**src/rtl/cmp_sched.sv**
```systemverilog
// Round-robin scheduler sharing one external comparison unit between the branch
// port (0) and the SLT/SLTU port (1), with one issue register and per-port response buffers.
module cmp_sched #(
  parameter int WIDTH = 32,
  parameter int TAGW  = 5
) (
  input  logic             clk,
  input  logic             rst,
  input  logic             flush,
  input  logic             req0_valid,
  output logic             req0_ready,
  input  logic [2:0]       req0_funct3,
  input  logic [WIDTH-1:0] req0_ra,
  input  logic [WIDTH-1:0] req0_rb,
  input  logic [TAGW-1:0]  req0_tag,
  input  logic             req1_valid,
  output logic             req1_ready,
  input  logic             req1_unsigned,
  input  logic [WIDTH-1:0] req1_ra,
  input  logic [WIDTH-1:0] req1_rb,
  input  logic [TAGW-1:0]  req1_tag,
  output logic             rsp0_valid,
  input  logic             rsp0_ready,
  output logic             rsp0_taken,
  output logic             rsp0_illegal,
  output logic [TAGW-1:0]  rsp0_tag,
  output logic             rsp1_valid,
  input  logic             rsp1_ready,
  output logic [WIDTH-1:0] rsp1_result,
  output logic [TAGW-1:0]  rsp1_tag,
  output logic [WIDTH-1:0] cu_ra,
  output logic [WIDTH-1:0] cu_rb,
  output logic             cu_lt,
  output logic             cu_invert,
  output logic             cu_unsigned,
  input  logic             cu_out
);

  // Branch funct3 -> {illegal, lt, invert, unsigned}; lt=0 selects equality.
  function automatic logic [3:0] decode_br(input logic [2:0] f3);
    logic [3:0] d;
    d = 4'b0000;
    case (f3)
      3'b000:  d = 4'b0000;
      3'b001:  d = 4'b0010;
      3'b100:  d = 4'b0100;
      3'b101:  d = 4'b0110;
      3'b110:  d = 4'b0101;
      3'b111:  d = 4'b0111;
      default: d = 4'b1000;
    endcase
    return d;
  endfunction

  logic             rr_p0;

  logic             vld_p1;
  logic             s_port_p1;
  logic             s_lt_p1;
  logic             s_inv_p1;
  logic             s_uns_p1;
  logic             s_ill_p1;
  logic [WIDTH-1:0] s_ra_p1;
  logic [WIDTH-1:0] s_rb_p1;
  logic [TAGW-1:0]  s_tag_p1;

  logic             vld0_p2;
  logic             taken0_p2;
  logic             ill0_p2;
  logic [TAGW-1:0]  tag0_p2;
  logic             vld1_p2;
  logic             lt1_p2;
  logic [TAGW-1:0]  tag1_p2;

  logic             pop0;
  logic             pop1;
  logic             dest_free;
  logic             drain;
  logic             s_accept;
  logic             gnt0;
  logic             gnt1;
  logic             fire0;
  logic             fire1;
  logic             contest;
  logic             result;
  logic             load0;
  logic             load1;
  logic [3:0]       dec0;

  always_comb begin
    pop0      = vld0_p2 & rsp0_ready;
    pop1      = vld1_p2 & rsp1_ready;
    dest_free = s_port_p1 ? (!vld1_p2 | pop1) : (!vld0_p2 | pop0);
    drain     = vld_p1 & dest_free;
    s_accept  = !vld_p1 | drain;
    contest   = req0_valid & req1_valid;
    gnt0      = req0_valid & (!req1_valid | !rr_p0);
    gnt1      = req1_valid & (!req0_valid | rr_p0);
    fire0     = gnt0 & s_accept & !flush & !rst;
    fire1     = gnt1 & s_accept & !flush & !rst;
    result    = cu_out & !s_ill_p1;
    load0     = drain & !s_port_p1 & !flush;
    load1     = drain & s_port_p1 & !flush;
    dec0      = decode_br(req0_funct3);
  end

  assign req0_ready = fire0;
  assign req1_ready = fire1;

  // Stage 0 -> 1: arbitration and capture into the issue register
  always_ff @(posedge clk) begin
    if (rst) begin
      rr_p0  <= 1'b0;
      vld_p1 <= 1'b0;
    end else if (flush) begin
      vld_p1 <= 1'b0;
    end else begin
      if (contest & (fire0 | fire1))
        rr_p0 <= fire0;
      if (fire0 | fire1)
        vld_p1 <= 1'b1;
      else if (drain)
        vld_p1 <= 1'b0;
    end
  end

  always_ff @(posedge clk) begin
    if (fire0) begin
      s_port_p1 <= 1'b0;
      s_ra_p1   <= req0_ra;
      s_rb_p1   <= req0_rb;
      s_tag_p1  <= req0_tag;
      s_ill_p1  <= dec0[3];
      s_lt_p1   <= dec0[2];
      s_inv_p1  <= dec0[1];
      s_uns_p1  <= dec0[0];
    end else if (fire1) begin
      s_port_p1 <= 1'b1;
      s_ra_p1   <= req1_ra;
      s_rb_p1   <= req1_rb;
      s_tag_p1  <= req1_tag;
      s_ill_p1  <= 1'b0;
      s_lt_p1   <= 1'b1;
      s_inv_p1  <= 1'b0;
      s_uns_p1  <= req1_unsigned;
    end
  end

  assign cu_ra       = vld_p1 ? s_ra_p1 : '0;
  assign cu_rb       = vld_p1 ? s_rb_p1 : '0;
  assign cu_lt       = vld_p1 & s_lt_p1;
  assign cu_invert   = vld_p1 & s_inv_p1;
  assign cu_unsigned = vld_p1 & s_uns_p1;

  // Stage 1 -> 2: comparator result captured into the per-port response buffers
  always_ff @(posedge clk) begin
    if (rst) begin
      vld0_p2 <= 1'b0;
      vld1_p2 <= 1'b0;
    end else if (flush) begin
      vld0_p2 <= 1'b0;
      vld1_p2 <= 1'b0;
    end else begin
      if (load0)
        vld0_p2 <= 1'b1;
      else if (pop0)
        vld0_p2 <= 1'b0;
      if (load1)
        vld1_p2 <= 1'b1;
      else if (pop1)
        vld1_p2 <= 1'b0;
    end
  end

  always_ff @(posedge clk) begin
    if (rst) begin
      taken0_p2 <= 1'b0;
      ill0_p2   <= 1'b0;
      tag0_p2   <= '0;
      lt1_p2    <= 1'b0;
      tag1_p2   <= '0;
    end else begin
      if (load0) begin
        taken0_p2 <= result;
        ill0_p2   <= s_ill_p1;
        tag0_p2   <= s_tag_p1;
      end
      if (load1) begin
        lt1_p2  <= result;
        tag1_p2 <= s_tag_p1;
      end
    end
  end

  assign rsp0_valid   = vld0_p2;
  assign rsp0_taken   = taken0_p2;
  assign rsp0_illegal = ill0_p2;
  assign rsp0_tag     = tag0_p2;
  assign rsp1_valid   = vld1_p2;
  assign rsp1_result  = {{(WIDTH-1){1'b0}}, lt1_p2};
  assign rsp1_tag     = tag1_p2;

endmodule

```
**config.mk**
```make
export PLATFORM = sky130hd
export DESIGN_NAME = cmp_sched
export DESIGN_NICKNAME = d
export VERILOG_FILES = /design/src/rtl/cmp_sched.sv
export SDC_FILE = /design/constraint.sdc
export NUM_CORES = 1
export LEC_CHECK = 0
export CORE_ASPECT_RATIO = 1.2
export CORE_MARGIN = 3
export CORE_UTILIZATION = 35
export DETAILED_ROUTE_END_ITERATION = 7
export PLACE_DENSITY_LB_ADDON = 0.05
export SETUP_SLACK_MARGIN = 0.4
export SYNTH_ARGS = -nofsm -noshare
export SYNTH_HDL_FRONTEND = slang
export SYNTH_SLANG_ARGS = --single-unit
```
**constraint.sdc**
```tcl
create_clock -name clk -period 9.75 [get_ports clk]
set_input_delay 2.4375 -clock clk [delete_from_list [all_inputs] [get_ports clk]]
set_output_delay 2.4375 -clock clk [all_outputs]
set_load 0.005 [all_outputs]
```
==> impl_results.md <==
* Std-Cell Rows at 45
* Critical path class: in -> out
* Power density over the cells at 130 nW/um^2
* Fmax at ~140 MHz
* Status: complete, no violations
* Reg2reg path depth at 5
* Clock latency on the worst-skew pair at 0.33 ns
* Post-layout nets at 717
* Die H at 132 um
* Port buffer count at 233
* CTS tree: built
* Syn Inst Count at 340
* Global-route wire length before repair at 18100 um
* Initial Util at between 30% and 40%
* Worst-path clk slew at about 0.060 ns
* Area Growth Syn to Fin at 56.8%
* Met2 Usage GRT at 29.1%
* Final hold violations at 0
* Setup tns final at 0 ns
* R2R Path End: s_rb_p1[31]$_DFFE_PP_
* Final min period at 7.23 ns
* TritonCTS Sinks at roughly 90
* Die area at ~15000 um^2
* Mapped Area at about 4700 um^2
* Flop2flop setup slack at 6.45 ns
* Util after Layout at 56.9%
* DIE WIDTH at 111 um
* Slew Limit Fails at 0
* Num CTS Buffers at 9
* Fraction of registers with async set/reset at 0%
* Final Wtd Congestion at 0.771
* I/O Pins at ~270
* Post-cts resize count at 0
* Vias at around 3300
* EDFF count, synth at 73
* # Post-CTS Setup Buffers at 0
* Met3 Use GR at 5.00%
* Core ar. at about 13000 um^2
* Data arrival, critical path at roughly 4.8 ns
* GRT Max-Usage Layer: met2
* Count of final setup violators at 0
* DRC violations left at 0
* 1st-iter DRT viols at around 110
* DR WL/cell at around 16 um
* Post-DRT Antenna Nets at 0
* Grt ovf at 0
* RSZ-0062 raised after global routing: false
* Clk buf depth at 2
* Leakage power at 2.87 nW
* Max Cap Viol at 0
* Post-synthesis sequential area ratio at 54.8%
* Slew at the pin closest to its max-slew limit at 1.03 ns
* Vias in the first global route at around 3400
* Largest net degree at the start of global routing at between 70 and 80
* Tot Pwr at 0.000950 W
* #FFs+latches synth at 91
* Total wire length at 11700 um
* Crit path capture type: output port
* Relative slew slack at 31.3%
* Worst hold path class: reg -> reg
* Post-DR vias/cell at ~4.5
* Share of layout cells above drive strength 1 at 15.6%
* Critical-path maximum fanout at 29
* Clock Skew at 0.00324 ns
* N_diodes at 0
* Worst r2r src: vld_p1$_SDFFE_PP0P_
* Synth cell types at 28
* Met1 Usage GRT at roughly 16%
* Crit. Startpoint: rst
* CTS H-tree depth at 3
* Required @ worst endpoint at 7.31 ns
* Setup crit start kind: input pin
* Clock tree root buffer cell: clkbuf_16
* Mapped Avg Cell Area at 13.7 um^2
* Most used DFF post-synth: edfxtp_1
* Hpwl dp at 8930 um
* DR pass1 iterations at 4
* Quantity of hold-fixing buffers added after cts at 0
* GRT Total Usage at 15.6%
* Fin crit share at 74.2%
* Antenna violations before repair at 0
* IR drop worst, VDD at between 60 and 70 uV
* Origin of the worst min-delay path: lt1_p2$_SDFFE_PP0P_
* Crit path capture: req0_ready
* Synth warn at 0
[per-layer routing]
layer | vias to the layer above | wire length, um
met5 | - | 0
met2 | 147 | 6370
met1 | 1539 | 4100
met4 | 0 | 204
li1 | 1578 | -
met3 | 13 | 1000
[where the power goes]
group	leakage [nW]	internal [W]	switching, W
Clock	0.149	0.000209	0.000132
Sequential	0.824	0.000447	0.00000927
Combinational	1.89	0.000107	0.0000456
[cell families after synthesis]
group | count (synthesis) | synth area share [%]
other | 1 | 0.0805
AO/OA/AOI/OAI | 6 | 0.698
AND/OR/NAND/NOR | 103 | 13.0
flip-flops | 91 | 54.8
buffers and inverters | 55 | 8.03
multiplexers | 83 | 23.2
XOR/XNOR | 1 | 0.188
[flip-flops by register name, indices dropped and copies added (netlist names), 5 cells and up]
signal    flops
rsp0_tag      5
rsp1_tag      5
s_ra_p1      32
s_rb_p1      32
s_tag_p1      5
[area by class of cell]
| class | instances | area (um^2) |
|---|---|---|
| clock buffer | 15 | 299 |
| clock inverter | 1 | 3.75 |
| fill | 1097 | 5530 |
| inverter | 6 | 22.5 |
| multi-input combinational | 224 | 1870 |
| sequential | 91 | 2550 |
| tap | 164 | 205 |
| timing repair buffer | 235 | 2350 |
[cell usage after synthesis (all sizes together) (2+ instances only)]
cell     n  area share [%]
edfxtp  73              47
nand2    3            0.24
mux2i   14             3.0
clkbuf   9            0.73
nor2    19             1.6
a21oi    5            0.54
and2    67             9.0
nand2b   3            0.40
mux2    69              20
dfxtp   18             7.7
nand3    2            0.21
or2      2            0.32
buf     40             6.8
nor4     2            0.27
inv      6            0.48
[worst min-delay path by stage]
| stage | to | depth (start not counted) |
|---|---|---|
| final | lt1_p2$_SDFFE_PP0P_ | 2 |
| after global routing | rsp0_tag[4]$_SDFFE_PP0P_ | 2 |
| after CTS | lt1_p2$_SDFFE_PP0P_ | 2 |
| after detailed placement | lt1_p2$_SDFFE_PP0P_ | 2 |
| after global placement | rsp1_tag[1]$_SDFFE_PP0P_ | 2 |
| after floorplan | lt1_p2$_SDFFE_PP0P_ | 2 |
[placed cells by master, fill, tap and decap left out, types with 2 or more instances in the layout]
cell,n
a21oi_1,5
and2_1,67
buf_4,2
clkbuf_1,2
clkbuf_16,10
clkbuf_8,3
clkdlybuf4s50_1,233
conb_1,31
dfxtp_1,17
edfxtp_1,73
inv_1,6
mux2_2,25
mux2_4,44
mux2i_1,14
nand2_1,3
nand2b_1,3
nor2_1,18
[per-stage QoR]
step                hold slack [ns]  cell area [um^2]  instances  setup WS [ns]
detailed placement            0.481              7000        720           2.44
finish                        0.488              7300        736           2.52
floorplan                     0.462              4780        370           2.46
CTS                           0.495              7300        736           2.43
global route                  0.540              7300        736           2.26
global placement              0.477              7000        720           2.44
[worst max-delay path, stage by stage]
cell and delay (ns):
clkdlybuf4s50_1 0.68, or2_4 0.40, a21oi_1 0.22, nand3_4 0.39, inv_1 0.14, clkdlybuf4s50_1 0.53
(Power assumes the default switching activity.)
